$ cat src/rtl/stack_seq.sv
// stack_seq: Game Boy PUSH/POP sequencer moving a register pair to or from the stack over a req/ack bus.
// Optional STACK_SEQ_WRAP_ERR_EN adds a sticky wrap_err flag for SP wrap-around.
module stack_seq #(
    parameter logic [2:0] SP_HI_IDX = 3'd6,
    parameter logic [2:0] SP_LO_IDX = 3'd7
) (
    input  logic        clk,
    input  logic        rst,
    input  logic        start,
    input  logic        op_pop,
    input  logic [1:0]  pair,
    output logic        busy,
    output logic        done,
    output logic [1:0]  rf_rdwn,
    input  logic [15:0] rf_rdw,
    input  logic [15:0] rf_sp,
    output logic [2:0]  rf_wrn,
    output logic [7:0]  rf_wr,
    output logic        rf_we,
    input  logic [7:0]  a_in,
    input  logic [7:0]  f_in,
    output logic        a_we,
    output logic        f_we,
    output logic [15:0] mem_addr,
    output logic [7:0]  mem_wdata,
    output logic        mem_req,
    output logic        mem_wr,
    input  logic [7:0]  mem_rdata,
`ifdef STACK_SEQ_WRAP_ERR_EN
    output logic        wrap_err,
`endif
    input  logic        mem_ack
);
    typedef enum logic [3:0] {
        IDLE, PUSH_HI, PUSH_LO, POP_LO, POP_HI, WR_H, WR_L, SP_H, SP_L, DONE
    } state_t;
    state_t state;
    logic [1:0] pr;
    logic [15:0] sp, data;
    logic [15:0] push_data, sp_dec, sp_dec2, sp_inc;
    assign rf_rdwn = pair;
    assign push_data = (pair == 2'd3) ? {a_in, f_in} : rf_rdw;
    assign sp_dec = sp - 16'd1;
    assign sp_dec2 = sp - 16'd2;
    assign sp_inc = sp + 16'd1;
    // Outputs are registered: each transition loads the strobes for the state being entered.
    always_ff @(posedge clk) begin
        if (rst) begin
            state <= IDLE;
            pr <= 2'd0;
            sp <= 16'd0;
            data <= 16'd0;
            busy <= 1'b0;
            done <= 1'b0;
            mem_req <= 1'b0;
            mem_wr <= 1'b0;
            mem_addr <= 16'd0;
            mem_wdata <= 8'd0;
            rf_we <= 1'b0;
            a_we <= 1'b0;
            f_we <= 1'b0;
            rf_wr <= 8'd0;
            rf_wrn <= 3'd0;
`ifdef STACK_SEQ_WRAP_ERR_EN
            wrap_err <= 1'b0;
`endif
        end else begin
            rf_we <= 1'b0;
            a_we <= 1'b0;
            f_we <= 1'b0;
            done <= 1'b0;
            case (state)
                IDLE: if (start) begin
                    pr <= pair;
                    sp <= rf_sp;
                    data <= push_data;
                    busy <= 1'b1;
                    mem_req <= 1'b1;
                    mem_wr <= !op_pop;
                    mem_addr <= op_pop ? rf_sp : rf_sp - 16'd1;
                    mem_wdata <= op_pop ? 8'd0 : push_data[15:8];
                    state <= op_pop ? POP_LO : PUSH_HI;
`ifdef STACK_SEQ_WRAP_ERR_EN
                    wrap_err <= 1'b0;
`endif
                end
                PUSH_HI: if (mem_ack) begin
                    sp <= sp_dec;
                    mem_addr <= sp_dec2;
                    mem_wdata <= data[7:0];
                    state <= PUSH_LO;
`ifdef STACK_SEQ_WRAP_ERR_EN
                    if (sp == 16'h0000) wrap_err <= 1'b1;
`endif
                end
                PUSH_LO: if (mem_ack) begin
                    sp <= sp_dec;
                    mem_req <= 1'b0;
                    mem_wr <= 1'b0;
                    rf_we <= 1'b1;
                    rf_wrn <= SP_HI_IDX;
                    rf_wr <= sp_dec[15:8];
                    state <= SP_H;
`ifdef STACK_SEQ_WRAP_ERR_EN
                    if (sp == 16'h0000) wrap_err <= 1'b1;
`endif
                end
                POP_LO: if (mem_ack) begin
                    data[7:0] <= mem_rdata;
                    sp <= sp_inc;
                    mem_addr <= sp_inc;
                    state <= POP_HI;
`ifdef STACK_SEQ_WRAP_ERR_EN
                    if (sp == 16'hFFFF) wrap_err <= 1'b1;
`endif
                end
                POP_HI: if (mem_ack) begin
                    data[15:8] <= mem_rdata;
                    sp <= sp_inc;
                    mem_req <= 1'b0;
                    rf_we <= (pr != 2'd3);
                    a_we <= (pr == 2'd3);
                    rf_wrn <= (pr != 2'd3) ? {pr, 1'b0} : rf_wrn;
                    rf_wr <= mem_rdata;
                    state <= WR_H;
`ifdef STACK_SEQ_WRAP_ERR_EN
                    if (sp == 16'hFFFF) wrap_err <= 1'b1;
`endif
                end
                WR_H: begin
                    rf_we <= (pr != 2'd3);
                    f_we <= (pr == 2'd3);
                    rf_wrn <= (pr != 2'd3) ? {pr, 1'b1} : rf_wrn;
                    rf_wr <= (pr != 2'd3) ? data[7:0] : {data[7:4], 4'b0000};
                    state <= WR_L;
                end
                WR_L: begin
                    rf_we <= 1'b1;
                    rf_wrn <= SP_HI_IDX;
                    rf_wr <= sp[15:8];
                    state <= SP_H;
                end
                SP_H: begin
                    rf_we <= 1'b1;
                    rf_wrn <= SP_LO_IDX;
                    rf_wr <= sp[7:0];
                    state <= SP_L;
                end
                SP_L: begin
                    done <= 1'b1;
                    state <= DONE;
                end
                DONE: begin
                    busy <= 1'b0;
                    state <= IDLE;
                end
                default: begin
                    busy <= 1'b0;
                    mem_req <= 1'b0;
                    state <= IDLE;
                end
            endcase
        end
    end
endmodule

$ cat config.mk
export PLATFORM = sky130hd
export DESIGN_NAME = stack_seq
export DESIGN_NICKNAME = d
export VERILOG_FILES = /design/src/rtl/stack_seq.sv
export SDC_FILE = /design/constraint.sdc
export NUM_CORES = 1
export LEC_CHECK = 0
export BUFFER_PORTS_ARGS = -buffer_cell sky130_fd_sc_hd__buf_2
export CORE_ASPECT_RATIO = 0.9
export CORE_UTILIZATION = 51
export CTS_CLUSTER_SIZE = 30
export DETAILED_ROUTE_END_ITERATION = 16
export PLACE_DENSITY_LB_ADDON = 0.08
export SYNTH_ARGS = -nofsm -noshare
export SYNTH_HDL_FRONTEND = slang
export SYNTH_SLANG_ARGS = --single-unit
$ cat constraint.sdc
create_clock -name clk -period 2.2 [get_ports clk]
set_input_delay 0.33 -clock clk [delete_from_list [all_inputs] [get_ports clk]]
set_output_delay 0.33 -clock clk [all_outputs]
set_load 0.1 [all_outputs]
==> results of run 1 <==
worst register-to-register path, cell delays in order, from the launching register on:
cell	delay [ns]
dfxtp_2	0.33
inv_2	0.08
ha_4	0.13
or4b_4	0.54
nor4_4	0.40
o221ai_2	0.20
a221oi_2	0.31
a21oi_1	0.09
registers in the layout, indices dropped and copies added, names as in the netlist, 2 cells and up:
register	cells
state	4
rf_wrn	3
pr	2
mem_wdata	8
rf_wr	8
sp	16
mem_addr	16
data	8
report_power, final:
| part | total, mW | switching (mW) | internal [mW] |
|---|---|---|---|
| Combinational | 4.60 | 3.02 | 1.57 |
| Clock | 1.45 | 0.577 | 0.872 |
| Sequential | 1.81 | 0.253 | 1.55 |
layout make-up:
| type | instances | area, um^2 |
|---|---|---|
| clock buffers | 10 | 229.0 |
| repair buffers | 197 | 1280 |
| clock inverters | 5 | 58.81 |
| well taps | 126 | 157.7 |
| multi-input cells | 517 | 3506 |
| inverters | 16 | 60.06 |
| fillers | 847 | 3048 |
| flip-flops and latches | 72 | 1445 |
metrics by stage:
step                power [mW]  cell area (um^2)    TNS, ns  hold WS, ns  std cells
detailed placement       6.168              6306    -0.4600       0.4483        924
global route             8.204              6736   -0.06828       0.3811        943
finish                   7.850              6736          0       0.3849        943
floorplan                4.777              5197          0       0.4407        676
global placement         6.120              6306   -0.04006       0.4424        924
CTS                      7.650              6609  -0.009164       0.3765        939
layer usage:
layer	vias to the layer above	global-route usage [%]	share of wire [%]
li1	2820	-	-
met1	2902	51.74	43
met2	354	57.96	44
met3	46	9.390	10
met4	2	11.64	2.7
met5	-	0	0.046
worst max-delay path by stage:
| stage | end | slack (ns) | cells past startpoint |
|---|---|---|---|
| 2_1_floorplan | mem_addr[13]$_SDFFE_PP0P_ | 0.01 | 9 |
| 3_3_place_gp | mem_addr[14]$_SDFFE_PP0P_ | -0.02 | 8 |
| 3_5_place_dp | mem_addr[13]$_SDFFE_PP0P_ | -0.11 | 7 |
| 4_1_cts | mem_addr[13]$_SDFFE_PP0P_ | -0.009 | 7 |
| 5_1_grt | mem_addr[13]$_SDFFE_PP0P_ | -0.07 | 7 |
| 6_report | mem_addr[13]$_SDFFE_PP0P_ | 0.0003 | 7 |
kinds of logic after synthesis:
kind of cell,after synthesis,synth area share [%]
AND/OR/NAND/NOR,252,25.02
AO/OA/AOI/OAI,204,27.77
buffers and inverters,87,6.893
flip-flops,72,27.77
XOR/XNOR,35,5.905
multiplexers,21,5.447
adder cells (fa/ha/maj),5,1.205
placed cells by master (no fill, tap or decap), types with 4 or more instances in the layout:
cell,count
buf_4,85
nand2_1,59
mux2_2,8
buf_2,106
a221oi_2,4
and3_1,5
ha_1,4
o211ai_1,9
xor2_1,15
a22oi_1,15
nor3b_1,4
buf_12,5
a221o_1,5
dfxtp_1,69
a21oi_1,53
a311o_1,9
nor2_1,58
o32ai_1,6
nand3_1,24
or4_1,6
o221ai_1,6
and2_1,9
mux2i_1,8
clkbuf_16,9
nand2b_1,4
nor3_1,22
o21ai_0,27
mux4_2,5
a221oi_1,9
or3_1,6
nor4_1,15
nor2b_1,4
inv_1,13
nand4_1,10
a31oi_1,6
xnor2_1,20
a211oi_1,22
timing repair:
action,4_1_cts,5_1_grt
endpoints found under the setup margin,6,22
hold buffers,0,0
pin swaps,0,9
gates resized for setup,4,21
setup buffers,0,4
==> metrics.txt, run 1 <==
syn nets=744; #FFs+latches synth=72; worst flop-to-flop path endpoint=mem_addr[13]$_SDFFE_PP0P_; cells along the critical path=inv_2, ha_4, or4b_4, nor4_4, o221ai_2, a221oi_2, a21oi_1; number of antenna diodes=0; critical path's largest stage delay=0.54 ns; total clock buffers created by CTS=9; classification of the worst-slack hold path=in2reg; highest clock frequency the design can meet=0.4546 GHz; grt ovf=0; IO Pins=107; PD cells=1165 nW/um^2; sequential cell area fraction in the yosys report=27.77%; wire length of the first global-routing pass=between 30000 and 40000 um; Vias=6124; initial antenna violation count=1; number of antenna-violating nets in the routed design=0; clock tree root buffer cell=clkbuf_16; site row count=34; largest fanout on the critical path=6; maximum number of pins on one net before global-route repair=58; kind of cell with the highest combined delay on the critical path=simple AND/OR/NAND/NOR gates; result of the run=finished clean; critical path startpoint category=register; CTS max path bufs=2; DP Wirelength=approximately 15000 um; worst min-delay path endpoint=sp[11]$_SDFFE_PP0P_; post-synthesis area per instance=7.679 um^2; Hold Violations, Final=0; layout overhead on the synthesized area=29.77%; logic depth of the worst register-to-register path=7; leading register cell type out of synthesis=dfxtp_1; clock input transition at the sequential cells of the worst setup and hold paths=0.06 ns; required time of the critical path=2.42 ns; ys async rst share=0%; layout cell share with drive strength beyond 1=31.70%; EDFF count, synth=0; portion of the clock cycle consumed by the worst path in the final layout=99.99%; Place WS=-0.1099 ns; drt first-iter violations=750; die width=around 110 um; PnR worst setup slack=around 0.00027 ns; Avg Vias per Cell=about 6.5; Initial DRT Pass Iterations=8; time the final worst path needs with I/O delays and setup=2.200 ns; worst hold path stage count=3; max-capacitance violation count=0; cell types occupying the most area after synthesis=dfxtp_1 (28%), a21oi_1 (5.1%), nand2_1 (4.3%); slack of the worst reg-to-reg path=0.0003 ns; most frequently used cell type in the post-synthesis netlist=dfxtp_1; Critical Path Sink Type=register; number of buffer cells added on primary ports=between 100 and 150; Worst VDD drop=0.0008736 V; Static Leakage=2.763 nW; H-Tree Depth=3; headroom to the max-slew limit=about 55%; clock net sink count=72; die height=97.71 um; count of final max-slew check failures=0; last weighted congestion value of the routability-driven placer=0.9683; cell area after synthesis=5191 um^2; count of warnings emitted by yosys=0; hold wc startpoint=rf_sp[11]; crit path max-delay cell type=or4b_4; synthesized instance count=676; total wire length after detailed routing=around 20000 um; Yosys top cell by area=dfxtp_1; crit path DAT=2.42 ns; slew at the pin closest to its max-slew limit=0.6824 ns; Starting Density=53.06%; share of the synthesized area in the top cell type=27.77%; maximum clock skew at final layout=0.007916 ns; die outline area=10590 um^2; DRC Markers=0; launch point of the worst path=sp[1]$_SDFFE_PP0P_; source-to-sink clock delay at the later pin of the worst-skew pair=0.34 ns; number of buffer and inverter instances along the worst setup path=1; Core Footprint=9784 um^2; Post-layout nets=881; startpoint of the lowest-slack register-to-register path=sp[1]$_SDFFE_PP0P_; worst setup path class=reg2reg; clock tree from TritonCTS=built; Final setup viols=0; fin util=68.85%; number of library cell types mapped by synthesis=71; number of global-route vias before repair=5765; routed wire length per instance=roughly 21 um; Total Routing Usage GR=37.71%; most frequent cells after synthesis=dfxtp_1 (72), nand2_1 (59), nor2_1 (58); setup repair after global routing missed its margin=true
(Power assumes the default switching activity.)
==> inputs of run 2 (changes only) <==
--- a/config.mk
+++ b/config.mk
@@ -5,11 +5,11 @@
 export SDC_FILE = /design/constraint.sdc
 export NUM_CORES = 1
 export LEC_CHECK = 0
-export BUFFER_PORTS_ARGS = -buffer_cell sky130_fd_sc_hd__buf_2
 export CORE_ASPECT_RATIO = 0.9
-export CORE_UTILIZATION = 51
+export CORE_UTILIZATION = 55
 export CTS_CLUSTER_SIZE = 30
 export DETAILED_ROUTE_END_ITERATION = 16
+export DONT_BUFFER_PORTS = 1
 export PLACE_DENSITY_LB_ADDON = 0.08
 export SYNTH_ARGS = -nofsm -noshare
 export SYNTH_HDL_FRONTEND = slang
==> metrics.txt, run 2 (synthesized netlist as in run 1, its figures left out) <==
Final setup viols=0 (unchanged); layout overhead on the synthesized area=19.16% (was 29.77%); Total Routing Usage GR=37.49% (was 37.71%); worst flop-to-flop path endpoint=sp[14]$_SDFFE_PP0P_ (was mem_addr[13]$_SDFFE_PP0P_); die height=94.17 um (was 97.71 um); Starting Density=56.89% (was 53.06%); Hold Buf Count CTS=0 (unchanged); critical path's largest stage delay=0.52 ns (was 0.54 ns); headroom to the max-slew limit=60.68% (was 54.51%); H-Tree Depth=3 (unchanged); number of global-route vias before repair=5219 (was 5765); Min Hold Slack=0.04434 ns (was 0.3849 ns); fin util=67.79% (was 68.85%); worst setup path class=reg2reg (unchanged); largest fanout on the critical path=8 (was 6); maximum number of pins on one net before global-route repair=59 (was 58); layout cell share with drive strength beyond 1=22.63% (was 31.70%); maximum clock skew at final layout=0.007017 ns (was 0.007916 ns); kind of cell with the highest combined delay on the critical path=compound AO/OA/AOI/OAI gates (was simple AND/OR/NAND/NOR gates); number of buffer and inverter instances along the worst setup path=4 (was 1); site row count=33 (was 34); Critical Path Sink Type=register (unchanged); number of antenna diodes=0 (unchanged); cells along the critical path=buf_4, inv_1, nand2_1, a311o_2, buf_4, a221oi_1, buf_4, a21oi_1 (was inv_2, ha_4, or4b_4, nor4_4, o221ai_2, a221oi_2, a21oi_1); met2 Track Usage GR=58.55% (was 57.96%); final total negative setup slack=0 ns (unchanged); max-capacitance violation count=0 (unchanged); Vias=5853 (was 6124); CTS max path bufs=2 (unchanged); critical path startpoint category=register (unchanged); die width=104.4 um (was 108.3 um); portion of the clock cycle consumed by the worst path in the final layout=97.63% (was 99.99%); clock tree from TritonCTS=built (unchanged); logic depth of the worst register-to-register path=8 (was 7); worst hold path stage count=1 (was 3); slew at the pin closest to its max-slew limit=0.5884 ns (was 0.6824 ns); setup repair bufs after CTS=0 (unchanged); highest clock frequency the design can meet=0.4656 GHz (was 0.4546 GHz); M1 GR Usage=51.02% (was 51.74%); most frequent CP cell=buf_4; Static Leakage=2.364 nW (was 2.763 nW); IO Pins=107 (unchanged); result of the run=finished clean (unchanged); worst min-delay path endpoint=mem_wdata[2]$_SDFFE_PP0P_ (was sp[11]$_SDFFE_PP0P_); Core Footprint=9125 um^2 (was 9784 um^2); setup repair after global routing missed its margin=true (unchanged); startpoint of the lowest-slack register-to-register path=state[2]$_SDFFE_PP0P_ (was sp[1]$_SDFFE_PP0P_); DRC Markers=0 (unchanged); clock tree root buffer cell=clkbuf_8 (was clkbuf_16); clock net sink count=72 (unchanged); hold wc startpoint=rst (was rf_sp[11]); count of final max-slew check failures=0 (unchanged); busiest metal layer after global routing=met2 (unchanged); required time of the critical path=2.44 ns (was 2.42 ns); commonest cells after routing, fill and taps aside=buf_4 (115), dfxtp_1 (72), nand2_1 (59) (was buf_2 (106), buf_4 (85), dfxtp_1 (69)); met3 Use GR=7.490% (was 9.390%); routed wire length per instance=21.50 um (was 20.92 um); Hold Violations, Final=0 (unchanged); die outline area=9831 um^2 (was 10590 um^2); Initial DRT Pass Iterations=8 (unchanged); time the final worst path needs with I/O delays and setup=2.148 ns (was 2.200 ns); DP Wirelength=13700 um (was 14570 um); initial antenna violation count=0 (was 1); wire length of the first global-routing pass=28480 um (was 30670 um); source-to-sink clock delay at the later pin of the worst-skew pair=0.35 ns (was 0.34 ns); Avg Vias per Cell=6.806 (was 6.494); Post-layout nets=801 (was 881); number of buffer cells added on primary ports=0 (was 106); crit path max-delay cell type=a311o_2 (was or4b_4); PD cells=1181 nW/um^2 (was 1165 nW/um^2); largest registers ranked by flip-flop count=mem_addr (16), sp (16) (unchanged); crit path DAT=2.39 ns (was 2.42 ns); grt ovf=0 (unchanged); total wire length after detailed routing=18490 um (was 19730 um); PnR worst setup slack=0.05212 ns (was 0.0002713 ns); total clock buffers created by CTS=9 (unchanged); slack of the worst reg-to-reg path=0.05 ns (was 0.0003 ns); most common cell after layout, fill and taps aside=buf_4 (was buf_2); number of antenna-violating nets in the routed design=0 (unchanged); drt first-iter violations=574 (was 750); last weighted congestion value of the routability-driven placer=1.029 (was 0.9683); Worst VDD drop=0.0005254 V (was 0.0008736 V); post-layout total power=7.308 mW (was 7.850 mW); classification of the worst-slack hold path=in2reg (unchanged); Place WS=0.01967 ns (was -0.1099 ns); clock input transition at the sequential cells of the worst setup and hold paths=0.09 ns (was 0.06 ns)
==> run 2: final cells by class <==
type	instances	area [um^2]
fillers	778	2939
clock buffers	9	123.9
inverters	16	60.06
multi-input cells	517	3425
clock inverters	7	80.08
repair buffers	117	903.4
well taps	122	152.6
flip-flops and latches	72	1441
==> run 2: power by group <==
group / internal [mW] / switching (mW) / leakage (nW)
clock network: 0.539 / 0.596 / 0.102
logic: 1.51 / 2.86 / 1.67
registers: 1.55 / 0.254 / 0.592
total: 3.60 / 3.71 / 2.36
==> run 2: repair_timing <==
item / in CTS / in global routing
endpoints found under the setup margin: 1 / 3
hold endpoints to repair: 0 / 0
gates resized for setup: 1 / 4
==> run 2: worst max-delay path by stage <==
stage	from	cells past startpoint	endpoint
5_1_grt	sp[2]$_SDFFE_PP0P_	8	sp[11]$_SDFFE_PP0P_
4_1_cts	state[2]$_SDFFE_PP0P_	8	sp[14]$_SDFFE_PP0P_
2_1_floorplan	sp[2]$_SDFFE_PP0P_	9	mem_addr[13]$_SDFFE_PP0P_
3_5_place_dp	sp[1]$_SDFFE_PP0P_	7	mem_addr[13]$_SDFFE_PP0P_
3_3_place_gp	state[2]$_SDFFE_PP0P_	8	sp[14]$_SDFFE_PP0P_
6_report	state[2]$_SDFFE_PP0P_	8	sp[14]$_SDFFE_PP0P_
==> run 2: metal layers <==
| metal | routed length [um] | up-vias | part of all wire, % |
|---|---|---|---|
| met5 | 0 | - | 0 |
| met4 | 540 | 0 | 2.9 |
| met3 | 2312 | 39 | 13 |
| met2 | 8128 | 398 | 44 |
| met1 | 7506 | 2757 | 41 |
| li1 | - | 2659 | - |
==> run 2: through the flow <==
stage               area (um^2)  std cells
finish                     6186        860
global route               6186        860
CTS                        6166        860
detailed placement         5958        844
global placement           5958        844
floorplan                  5197        676
